**src/rtl/cpu_ctrl_fsm_pkg.sv**
```systemverilog
// ---------------------------------------------------------------------------
// cpu_ctrl_pkg
//   Shared definitions for the 8-bit CPU hardwired control unit: state
//   encodings, opcode values, bus-select and ALU-op codes, and the packed
//   strobe vector that the control unit hands to the datapath.
//   Imported by the control FSM, its output decoder, the control interface
//   and any datapath or bench that talks to them.
// ---------------------------------------------------------------------------
package cpu_ctrl_pkg;

  // Control states; encoding 4'd15 is unused and recovers to S_F1.
  typedef enum logic [3:0] {
    S_F1   = 4'd0,
    S_F2   = 4'd1,
    S_F3   = 4'd2,
    S_DEC  = 4'd3,
    S_A1   = 4'd4,
    S_A2   = 4'd5,
    S_A3   = 4'd6,
    S_LD1  = 4'd7,
    S_LD2  = 4'd8,
    S_ST1  = 4'd9,
    S_ST2  = 4'd10,
    S_JZ   = 4'd11,
    S_SK   = 4'd12,
    S_EX   = 4'd13,
    S_HALT = 4'd14
  } state_t;

  typedef logic [3:0] opcode_t;

  localparam opcode_t OP_NOP  = 4'h0;
  localparam opcode_t OP_LDAC = 4'h1;
  localparam opcode_t OP_STAC = 4'h2;
  localparam opcode_t OP_MVAC = 4'h3;
  localparam opcode_t OP_MOVR = 4'h4;
  localparam opcode_t OP_JUMP = 4'h5;
  localparam opcode_t OP_JMPZ = 4'h6;
  localparam opcode_t OP_JPNZ = 4'h7;
  localparam opcode_t OP_ADD  = 4'h8;
  localparam opcode_t OP_SUB  = 4'h9;
  localparam opcode_t OP_INAC = 4'hA;
  localparam opcode_t OP_CLAC = 4'hB;
  localparam opcode_t OP_AND  = 4'hC;
  localparam opcode_t OP_OR   = 4'hD;
  localparam opcode_t OP_XOR  = 4'hE;
  localparam opcode_t OP_HALT = 4'hF;

  // Bus source select; a single code means at most one driver on the bus.
  typedef logic [2:0] bus_sel_t;

  localparam bus_sel_t BUS_NONE = 3'd0;
  localparam bus_sel_t BUS_PC   = 3'd1;
  localparam bus_sel_t BUS_DR   = 3'd2;
  localparam bus_sel_t BUS_AC   = 3'd3;
  localparam bus_sel_t BUS_R    = 3'd4;
  localparam bus_sel_t BUS_MEM  = 3'd5;

  typedef logic [3:0] alu_op_t;

  localparam alu_op_t ALU_PASS = 4'd0;
  localparam alu_op_t ALU_ADD  = 4'd1;
  localparam alu_op_t ALU_SUB  = 4'd2;
  localparam alu_op_t ALU_INC  = 4'd3;
  localparam alu_op_t ALU_CLR  = 4'd4;
  localparam alu_op_t ALU_AND  = 4'd5;
  localparam alu_op_t ALU_OR   = 4'd6;
  localparam alu_op_t ALU_XOR  = 4'd7;

  // Complete set of datapath strobes driven by the control unit.
  typedef struct packed {
    logic     arload;
    logic     pcload;
    logic     pcinc;
    logic     drload;
    logic     irload;
    logic     acload;
    logic     rload;
    logic     zload;
    logic     rd;
    logic     wr;
    bus_sel_t bus_sel;
    alu_op_t  alu_op;
  } ctrl_t;

  localparam ctrl_t CTRL_IDLE = '0;

  // AR <= PC: first step of both the opcode fetch and the operand fetch.
  function automatic ctrl_t ctrl_ar_from_pc();
    ctrl_t c;
    c         = CTRL_IDLE;
    c.arload  = 1'b1;
    c.bus_sel = BUS_PC;
    return c;
  endfunction

  // DR <= MEM[AR] with PC advanced past the byte just read.
  function automatic ctrl_t ctrl_mem_to_dr_inc();
    ctrl_t c;
    c         = CTRL_IDLE;
    c.rd      = 1'b1;
    c.drload  = 1'b1;
    c.pcinc   = 1'b1;
    c.bus_sel = BUS_MEM;
    return c;
  endfunction

  // ALU function for the two-operand / accumulator-only instructions.
  function automatic alu_op_t alu_for_op(opcode_t op);
    case (op)
      OP_ADD:  return ALU_ADD;
      OP_SUB:  return ALU_SUB;
      OP_INAC: return ALU_INC;
      OP_CLAC: return ALU_CLR;
      OP_AND:  return ALU_AND;
      OP_OR:   return ALU_OR;
      OP_XOR:  return ALU_XOR;
      default: return ALU_PASS;
    endcase
  endfunction

endpackage

```
**src/rtl/cpu_ctrl_fsm_if.sv**
```systemverilog
// ---------------------------------------------------------------------------
// cpu_ctrl_fsm_if
//   Bundle between the control unit and the datapath.
//   Datapath -> control : run, ir_q[7:0], zflag
//   Control -> datapath : arload, pcload, pcinc, drload, irload, acload,
//                         rload, zload, rd, wr, bus_sel[2:0], alu_op[3:0],
//                         halted
//   master : control unit side
//   slave  : datapath side
// ---------------------------------------------------------------------------
interface cpu_ctrl_fsm_if;
  import cpu_ctrl_pkg::*;

  logic       run;
  logic [7:0] ir_q;
  logic       zflag;

  logic       arload;
  logic       pcload;
  logic       pcinc;
  logic       drload;
  logic       irload;
  logic       acload;
  logic       rload;
  logic       zload;
  logic       rd;
  logic       wr;
  bus_sel_t   bus_sel;
  alu_op_t    alu_op;
  logic       halted;

  modport master (
    input  run, ir_q, zflag,
    output arload, pcload, pcinc, drload, irload, acload, rload, zload,
           rd, wr, bus_sel, alu_op, halted
  );

  modport slave (
    output run, ir_q, zflag,
    input  arload, pcload, pcinc, drload, irload, acload, rload, zload,
           rd, wr, bus_sel, alu_op, halted
  );

endinterface

```
**src/rtl/cpu_ctrl_fsm_out.sv**
```systemverilog
// ---------------------------------------------------------------------------
// cpu_ctrl_out
//   Pure combinational strobe decode for one control state.
//   state  in  4  control state to decode
//   opcode in  4  latched opcode (ir_q[7:4])
//   ctrl   out    full strobe vector for that state
//   halted out 1  state is S_HALT
// ---------------------------------------------------------------------------
module cpu_ctrl_out
  import cpu_ctrl_pkg::*;
(
  input  state_t  state,
  input  opcode_t opcode,
  output ctrl_t   ctrl,
  output logic    halted
);

  always_comb begin
    ctrl   = CTRL_IDLE;
    halted = 1'b0;
    case (state)
      S_F1, S_A1: ctrl = ctrl_ar_from_pc();
      S_F2, S_A2: ctrl = ctrl_mem_to_dr_inc();
      S_F3:       ctrl.irload = 1'b1;
      S_A3: begin
        // Operand byte in DR is either a memory address or a jump target;
        // the taken conditional jumps share the JUMP path.
        ctrl.bus_sel = BUS_DR;
        if (opcode == OP_LDAC || opcode == OP_STAC) begin
          ctrl.arload = 1'b1;
        end else begin
          ctrl.pcload = 1'b1;
        end
      end
      S_LD1: begin
        ctrl.rd      = 1'b1;
        ctrl.drload  = 1'b1;
        ctrl.bus_sel = BUS_MEM;
      end
      S_LD2: begin
        ctrl.bus_sel = BUS_DR;
        ctrl.alu_op  = ALU_PASS;
        ctrl.acload  = 1'b1;
        ctrl.zload   = 1'b1;
      end
      S_ST1: begin
        ctrl.bus_sel = BUS_AC;
        ctrl.drload  = 1'b1;
      end
      S_ST2: begin
        ctrl.bus_sel = BUS_DR;
        ctrl.wr      = 1'b1;
      end
      S_SK: ctrl.pcinc = 1'b1;
      S_EX: begin
        case (opcode)
          OP_MVAC: begin
            ctrl.bus_sel = BUS_AC;
            ctrl.rload   = 1'b1;
          end
          OP_MOVR: begin
            ctrl.bus_sel = BUS_R;
            ctrl.alu_op  = ALU_PASS;
            ctrl.acload  = 1'b1;
            ctrl.zload   = 1'b1;
          end
          default: begin
            // R feeds the ALU directly, so the shared bus stays idle.
            ctrl.alu_op = alu_for_op(opcode);
            ctrl.acload = 1'b1;
            ctrl.zload  = 1'b1;
          end
        endcase
      end
      S_HALT: halted = 1'b1;
      default: ;
    endcase
  end

endmodule

```
**src/rtl/cpu_ctrl_fsm.sv**
```systemverilog
// ---------------------------------------------------------------------------
// cpu_ctrl_fsm
//   Hardwired fetch/decode/execute sequencer of the 8-bit CPU.
//   Parameters:
//     OPW           opcode width, opcode = ir_q[7 -: OPW]
//     HALT_ON_RESET 1 leaves reset in S_HALT, 0 in S_F1
//   Ports:
//     clk  in  1  state and strobe registers update on the rising edge
//     rst  in  1  asynchronous, active-low reset
//     cif  master side of cpu_ctrl_fsm_if (run, ir_q, zflag in; all
//          datapath strobes, bus_sel, alu_op, halted out)
// ---------------------------------------------------------------------------
module cpu_ctrl_fsm
  import cpu_ctrl_pkg::*;
#(
  parameter int OPW           = 4,
  parameter bit HALT_ON_RESET = 1'b0
) (
  input  logic             clk,
  input  logic             rst,
  cpu_ctrl_fsm_if.master   cif
);

  localparam state_t RESET_STATE = HALT_ON_RESET ? S_HALT : S_F1;

  // Strobe registers reset to the decode of the reset state, so the first
  // S_F1 after release already loads AR; the gate below keeps them quiet
  // while rst is held.
  localparam ctrl_t  RESET_CTRL  = HALT_ON_RESET ? CTRL_IDLE : ctrl_ar_from_pc();

  state_t  state;
  state_t  next_state;
  opcode_t opcode;
  logic    jz_taken;
  ctrl_t   ctrl_next;
  logic    halted_next;
  ctrl_t   ctrl_q;
  logic    halted_q;
  ctrl_t   ctrl_out;
  logic    ir_low_unused;

  assign opcode        = opcode_t'(cif.ir_q[7 -: OPW]);
  assign ir_low_unused = ^cif.ir_q[7-OPW:0];

  // Only ever evaluated for JMPZ/JPNZ, i.e. while sitting in S_JZ.
  assign jz_taken = (opcode == OP_JMPZ) ? cif.zflag : ~cif.zflag;

  always_comb begin
    next_state = S_F1;
    case (state)
      S_F1: next_state = S_F2;
      S_F2: next_state = S_F3;
      S_F3: next_state = S_DEC;
      S_DEC: begin
        case (opcode)
          OP_NOP:                    next_state = S_F1;
          OP_LDAC, OP_STAC, OP_JUMP: next_state = S_A1;
          OP_JMPZ, OP_JPNZ:          next_state = S_JZ;
          OP_HALT:                   next_state = S_HALT;
          default:                   next_state = S_EX;
        endcase
      end
      S_A1: next_state = S_A2;
      S_A2: next_state = S_A3;
      S_A3: begin
        if (opcode == OP_LDAC) begin
          next_state = S_LD1;
        end else if (opcode == OP_STAC) begin
          next_state = S_ST1;
        end else begin
          next_state = S_F1;
        end
      end
      S_LD1:  next_state = S_LD2;
      S_LD2:  next_state = S_F1;
      S_ST1:  next_state = S_ST2;
      S_ST2:  next_state = S_F1;
      S_JZ:   next_state = jz_taken ? S_A1 : S_SK;
      S_SK:   next_state = S_F1;
      S_EX:   next_state = S_F1;
      S_HALT: next_state = cif.run ? S_F1 : S_HALT;
      default: next_state = S_F1;
    endcase
  end

  // Decoding the next state lets the strobes be registered alongside the
  // state, so they are glitch-free for the datapath's falling-edge loads.
  cpu_ctrl_out u_out (
    .state  (next_state),
    .opcode (opcode),
    .ctrl   (ctrl_next),
    .halted (halted_next)
  );

  always_ff @(posedge clk or negedge rst) begin
    if (!rst) begin
      state    <= RESET_STATE;
      ctrl_q   <= RESET_CTRL;
      halted_q <= HALT_ON_RESET;
    end else begin
      state    <= next_state;
      ctrl_q   <= ctrl_next;
      halted_q <= halted_next;
    end
  end

  // Asserting rst kills every strobe immediately, including an in-flight wr.
  assign ctrl_out = rst ? ctrl_q : CTRL_IDLE;

  assign cif.arload  = ctrl_out.arload;
  assign cif.pcload  = ctrl_out.pcload;
  assign cif.pcinc   = ctrl_out.pcinc;
  assign cif.drload  = ctrl_out.drload;
  assign cif.irload  = ctrl_out.irload;
  assign cif.acload  = ctrl_out.acload;
  assign cif.rload   = ctrl_out.rload;
  assign cif.zload   = ctrl_out.zload;
  assign cif.rd      = ctrl_out.rd;
  assign cif.wr      = ctrl_out.wr;
  assign cif.bus_sel = ctrl_out.bus_sel;
  assign cif.alu_op  = ctrl_out.alu_op;
  assign cif.halted  = halted_q;

endmodule

```
**src/flat_wrapper.sv**
```systemverilog
// flat-port wrapper written by rule: the top's interface ports become plain ports
module cpu_ctrl_fsm_flat import cpu_ctrl_pkg::*;
#(
  parameter int OPW           = 4,
  parameter bit HALT_ON_RESET = 1'b0
)
  (clk, rst, cif_run, cif_ir_q, cif_zflag, cif_arload, cif_pcload, cif_pcinc, cif_drload, cif_irload, cif_acload, cif_rload, cif_zload, cif_rd, cif_wr, cif_bus_sel, cif_alu_op, cif_halted);
  cpu_ctrl_fsm_if cif_i ();
  input  logic clk;
  input  logic rst;
  input wire logic [$bits(cif_i.run)-1:0] cif_run;
  input wire logic [$bits(cif_i.ir_q)-1:0] cif_ir_q;
  input wire logic [$bits(cif_i.zflag)-1:0] cif_zflag;
  output wire logic [$bits(cif_i.arload)-1:0] cif_arload;
  output wire logic [$bits(cif_i.pcload)-1:0] cif_pcload;
  output wire logic [$bits(cif_i.pcinc)-1:0] cif_pcinc;
  output wire logic [$bits(cif_i.drload)-1:0] cif_drload;
  output wire logic [$bits(cif_i.irload)-1:0] cif_irload;
  output wire logic [$bits(cif_i.acload)-1:0] cif_acload;
  output wire logic [$bits(cif_i.rload)-1:0] cif_rload;
  output wire logic [$bits(cif_i.zload)-1:0] cif_zload;
  output wire logic [$bits(cif_i.rd)-1:0] cif_rd;
  output wire logic [$bits(cif_i.wr)-1:0] cif_wr;
  output wire logic [$bits(cif_i.bus_sel)-1:0] cif_bus_sel;
  output wire logic [$bits(cif_i.alu_op)-1:0] cif_alu_op;
  output wire logic [$bits(cif_i.halted)-1:0] cif_halted;
  assign cif_i.run = cif_run;
  assign cif_i.ir_q = cif_ir_q;
  assign cif_i.zflag = cif_zflag;
  assign cif_arload = cif_i.arload;
  assign cif_pcload = cif_i.pcload;
  assign cif_pcinc = cif_i.pcinc;
  assign cif_drload = cif_i.drload;
  assign cif_irload = cif_i.irload;
  assign cif_acload = cif_i.acload;
  assign cif_rload = cif_i.rload;
  assign cif_zload = cif_i.zload;
  assign cif_rd = cif_i.rd;
  assign cif_wr = cif_i.wr;
  assign cif_bus_sel = cif_i.bus_sel;
  assign cif_alu_op = cif_i.alu_op;
  assign cif_halted = cif_i.halted;
  cpu_ctrl_fsm #(.OPW(OPW), .HALT_ON_RESET(HALT_ON_RESET)) u_core (.clk(clk), .rst(rst), .cif(cif_i));
endmodule
```
**config.mk**
```make
export PLATFORM = sky130hd
export DESIGN_NAME = cpu_ctrl_fsm_flat
export DESIGN_NICKNAME = d
export VERILOG_FILES = /design/src/rtl/cpu_ctrl_fsm_pkg.sv /design/src/rtl/cpu_ctrl_fsm_if.sv /design/src/rtl/cpu_ctrl_fsm_out.sv /design/src/rtl/cpu_ctrl_fsm.sv /design/src/flat_wrapper.sv
export SDC_FILE = /design/constraint.sdc
export NUM_CORES = 1
export LEC_CHECK = 0
export BUFFER_PORTS_ARGS = -buffer_cell sky130_fd_sc_hd__clkbuf_2
export CORE_AREA = 2 2 49 63
export DETAILED_ROUTE_END_ITERATION = 16
export DIE_AREA = 0 0 51 65
export PLACE_DENSITY = 0.77
export SETUP_SLACK_MARGIN = 0.1
export SYNTH_ARGS = -nofsm -noshare
export SYNTH_HDL_FRONTEND = slang
export SYNTH_SLANG_ARGS = --single-unit
```
**constraint.sdc**
```tcl
create_clock -name clk -period 1.8 [get_ports clk]
set_input_delay 0.18 -clock clk [delete_from_list [all_inputs] [get_ports clk]]
set_output_delay 0.18 -clock clk [all_outputs]
set_load 0.02 [all_outputs]
```
# Word level (Yosys, flattened, before mapping)
# Index checks and enable logic that the tools add are counted.
[classes]
muxes = 26
eq_ne = 37
n_reduce_logical = 12
bitwise = 1
[op_table]
columns = ["operator", "count"]
rows = [
  ["== test 4 bit, second input constant", 17],
  ["== test 4 x 3 -> 1 bit, second input constant", 12],
  ["one-hot mux 4 bit (11 select lines)", 1],
  ["one-hot mux 3 bit (7 select lines)", 1],
  ["== test 4 x 2 -> 1 bit, second input constant", 5],
  ["2-to-1 mux 17 bit", 1],
  ["2-to-1 mux 4 bit", 4],
  ["one-hot mux 4 bit (4 select lines)", 1],
  ["one-hot mux 3 bit (5 select lines)", 1],
  ["== test 4 x 1 -> 1 bit, second input constant", 3],
  ["logical NOT 4 bit", 3],
  ["2-to-1 mux 1 bit", 12],
  ["OR reduction 3 bit", 4],
  ["2-to-1 mux 3 bit", 2],
  ["one-hot mux 3 bit (2 select lines)", 1],
  ["OR reduction 2 bit", 3],
  ["one-hot mux 2 bit (2 select lines)", 1],
  ["OR reduction 4 bit", 1],
  ["one-hot mux 1 bit (2 select lines)", 1],
  ["logical OR 1 bit", 1],
  ["inverter 1 bit", 1],
]
[word_totals]
elab_cells = 89
out_inout_bits = 18
inputBits = 12
regBits = 20

# Longest topological paths before layout
[depth]
word_depth = 7
ltp_mapped = 8
depth_no_buf = 7

# Cells and area by module
# From an unflattened synthesis, not the netlist that was laid out.
[hier_totals]
hier_cells = 132
area_unflattened_um2 = 1222.4
[by_module_without_submodules]
columns = ["mod", "seq_area_each_um2", "cells_per_inst", "area_each_um2", "n_inst"]
rows = [
  ["cpu_ctrl_fsm", 553.0, 83, 922.1, 1],
  ["cpu_ctrl_out", 0.0, 49, 300.3, 1],
]

# Worst setup path after synthesis
# Ideal clock, no wire load.
[synth_path]
kind = "register -> register"
startpoint = "register u_core.state[0]"
endpoint = "register u_core.ctrl_q[5] (netlist bit)"
n_path_buf = 1
stages_incl_launch_ff = 8
t_arrival_ns = 1.709
required_ns = 1.676
setup_slack_ns = -0.032
setup_ns = 0.124
synth_period_minus_slack_ns = 1.832
cell_sequence = "dfrtp_1 > buf_4 > nor4bb_2 > a32oi_1 > o311a_1 > o2111ai_4 > nor2b_2 > a211o_1"
[synth_rtl]
columns = ["element", "line_no", "source"]
rows = [
  ["start: declaration", "cpu_ctrl_fsm.sv:31", "state_t state;"],
  ["start signal: assignment", "cpu_ctrl_fsm.sv:101", "state <= next_state;"],
  ["end signal: assignment", "cpu_ctrl_fsm.sv:102", "ctrl_q <= ctrl_next;"],
  ["end: declaration", "cpu_ctrl_fsm.sv:37", "ctrl_t ctrl_q;"],
]

==> flow_metrics.env <==
export IMPL_fp_dieW_um=51
export IMPL_startpoint_type="flip-flop"
export IMPL_synth_nets=138
export IMPL_worstSkewPairLatency_ns=0.31
export IMPL_start_util_pct=44.51
export IMPL_grt_usage_pct=20.14
export IMPL_clk_pin_slew_ns=0.11
export IMPL_die_h_um=65
export IMPL_path_class="flip-flop to flip-flop"
export IMPL_yosysTopAreaCellShare_pct=36.40
export IMPL_root_buffer="clkbuf_4"
export IMPL_via_count=1174
export IMPL_rows=22
export IMPL_syn_area_per_cell_sq_um=9.821
export IMPL_cp_num_cells=6
export IMPL_ant_nets=0
export IMPL_synthDistinctLibCells=50
export IMPL_min_to="u_core.ctrl_q[0]"
export IMPL_whs_path_depth=3
export IMPL_clock_path_buffers=2
export IMPL_min_period_ns=1.902
export IMPL_vias_per_cell=5.336
export IMPL_critPathBufInv=0
export IMPL_drc=0
export IMPL_timing_final_crit_share_pct=105.7
export IMPL_drtIter0Drc=44
export IMPL_r2r_end="u_core.ctrl_q[2]"
export IMPL_p_per_area_mw_per_mm2=1475
export IMPL_post_drt_wl_per_cell_um=14.78
export IMPL_outcome="finished, violations left"
export IMPL_core_area_sq_mm=0.002780
export IMPL_synth_edf_count=0
export IMPL_finalWirelength_mm=3.251
export IMPL_hp_class="primary input to flip-flop"
export IMPL_htreeDepth=1
export IMPL_hp_start="cif_ir_q[4]"
export IMPL_r2r_setup_slack_ns=-0.10
export IMPL_synth_most_common_cell="dfrtp_1"
export IMPL_synthTopCellsByCount="dfrtp_1 (18), and2_1 (15), nand2_1 (10)"
export IMPL_rr_worst_depth=6
export IMPL_ir_worst_vdd_uv=725.2
export IMPL_max_cap_violations=0
export IMPL_dieArea_sq_mm=0.003315
export IMPL_fin_nets=197
export IMPL_cts_made_buffers=3
export IMPL_crit_required_ns=2.04
export IMPL_path_delay_family="simple AND/OR/NAND/NOR gates"
export IMPL_grt_pass1_wl_mm=4.899
export IMPL_clock_sinks=20
export IMPL_finalInstanceArea_sq_mm=0.001818
export IMPL_drive_above_1_share_pct=52.17
export IMPL_grt_pass1_vias=1132
export IMPL_cp_end_kind="flip-flop"
export IMPL_r2r_start="u_core.state[0]"
export IMPL_grt_overflow=0
export IMPL_dpl_hpwl_mm=2.238
export IMPL_drv_slew=0
export IMPL_async_flop_share_pct=100.0
export IMPL_syn_cell_area_sq_mm=0.001237
export IMPL_setup_viol=6
export IMPL_pre_cts_ws_ns=-0.1705
export IMPL_antenna_found_initial=0
export IMPL_arrival_ns=2.14
export IMPL_antenna_cells=0
export IMPL_slowest_delay_ns=0.52
export IMPL_hold_violations=0
export IMPL_cp_max_fo=8
export IMPL_io_buffer_count=24
export IMPL_area_delta_synth_final_pct=46.92
export IMPL_synth_ff_type="dfrtp_1"
export IMPL_tns_ns=-0.4328
export IMPL_synth_top_cell_by_area="dfrtp_1"
export IMPL_p_leak_nw=0.8780
export IMPL_place_congestion=0.8965
export IMPL_rsz0062_at_grt="true"
export IMPL_synth_seq_cells=20
export IMPL_ys_seq_area_share_pct=40.65
export IMPL_n_fill_cell=203
export IMPL_layout_setup_ws_ns=-0.1025
export IMPL_dpl_instance_area_sq_mm=0.001583
export IMPL_multi_input_area_sq_um=740.7
export IMPL_grt_max_degree=20
export IMPL_cts_tree="yes"
export IMPL_failed_checks="setup timing"
export IMPL_synth_warnings=0
export IMPL_register_area_sq_um=508.0
export IMPL_slowest_stage="dfrtp_2"
export IMPL_synthCells=126
export IMPL_crit_chain="nand2_2 > or3_1 > o211ai_2 > o2111ai_4 > or2_1 > nor2_1"
export IMPL_drt_pre_antenna_iters=4
export IMPL_max_freq_mhz=525.6
export IMPL_fin_worst_skew_ns=0.007019
export IMPL_synth_area_leaders="dfrtp_1 (36%), and2_1 (7.6%), dfstp_2 (4.2%)"
export IMPL_num_io_pins=30
==> sequential cells by signal (all words and copies together) (netlist names) <==
name               flops
u_core.cif.halted      1
u_core.ctrl_q         15
u_core.state           4
==> power breakdown <==
part	total [W]	internal [W]	switching (W)	leakage, nW
Sequential	0.000748	0.000614	0.000134	0.255
Clock	0.000364	0.000225	0.000139	0.0279
Combinational	0.00157	0.000816	0.000752	0.595
Total	0.00268	0.00166	0.00103	0.878
==> worst max-delay path by stage <==
stage	to	slack, ns	start
global placement	u_core.ctrl_q[1]	-0.12	u_core.state[0]
CTS	u_core.ctrl_q[2]	-0.002	u_core.state[1]
finish	u_core.ctrl_q[2]	-0.10	u_core.state[0]
floorplan	u_core.ctrl_q[1]	0.04	u_core.state[1]
global route	u_core.ctrl_q[0]	-0.14	u_core.state[0]
detailed placement	u_core.ctrl_q[2]	-0.17	u_core.state[0]
==> metrics by stage <==
step	util (%)	hold WS, ns	std cells	power, W
after detailed placement	56.93	0.1544	206	0.001941
final	65.39	0.1864	220	0.002681
after floorplan	-	-0.1156	126	0.001485
after global placement	56.93	0.1353	206	0.001893
after global routing	65.39	0.2009	220	0.002799
after CTS	64.00	0.1850	218	0.002549
==> kinds of logic (layout without fill, tap and decap cells) <==
family	count (synthesis)	count (layout)	synth area share, %
simple gates	61	61	30.23
compound gates	26	26	19.52
flops	20	20	40.65
buf+inv	15	73	7.178
xor+xnor	3	3	2.124
other cells	1	1	0.3030
==> routing by layer <==
metal	part of all wire, %	track usage (%)	wire, um
met1	38	20.74	1245
met2	55	38.80	1804
met3	3.6	1.152	118
met4	2.6	11.49	84
met5	0	0	0
==> cell usage in the layout, fill, tap and decap left out, types with 2 or more instances in the layout <==
cell type	count
clkbuf_4	3
nor3_1	3
inv_1	3
nand3_1	2
buf_6	3
xnor2_1	2
or2_1	2
nor2b_1	5
o21ai_1	2
nor4bb_4	2
nor2b_2	2
dlygate4sd3_1	2
or3_1	2
dfrtp_1	14
o21ai_0	2
buf_4	35
clkbuf_2	24
a32oi_2	2
nand2_1	9
dfstp_2	2
and2_1	15
dfrtp_2	4
nor2_1	5
nand2b_1	4
==> cell type report <==
class	count	area share, %
clock buffers	3	1.239
clock inverters	1	1.652
inverters	4	0.8259
multi-input cells	91	40.74
flip-flops and latches	20	27.94
well taps	36	2.478
repair buffers	65	25.12
==> worst register-to-register path: stages, from the launching register on <==
cell       delay, ns
dfrtp_2         0.52
nand2_2         0.10
or3_1           0.34
o211ai_2        0.27
o2111ai_4       0.20
or2_1           0.30
nor2_1          0.11
==> timing repair <==
action,CTS,global route
resized for setup,18,5
setup endpoints to repair,13,13
gates cloned,0,0
endpoints found under the hold margin,11,0
pin swaps,12,4
setup buffers,6,2
hold buffers,2,0
Note: power is estimated with default switching activity, not from simulation.
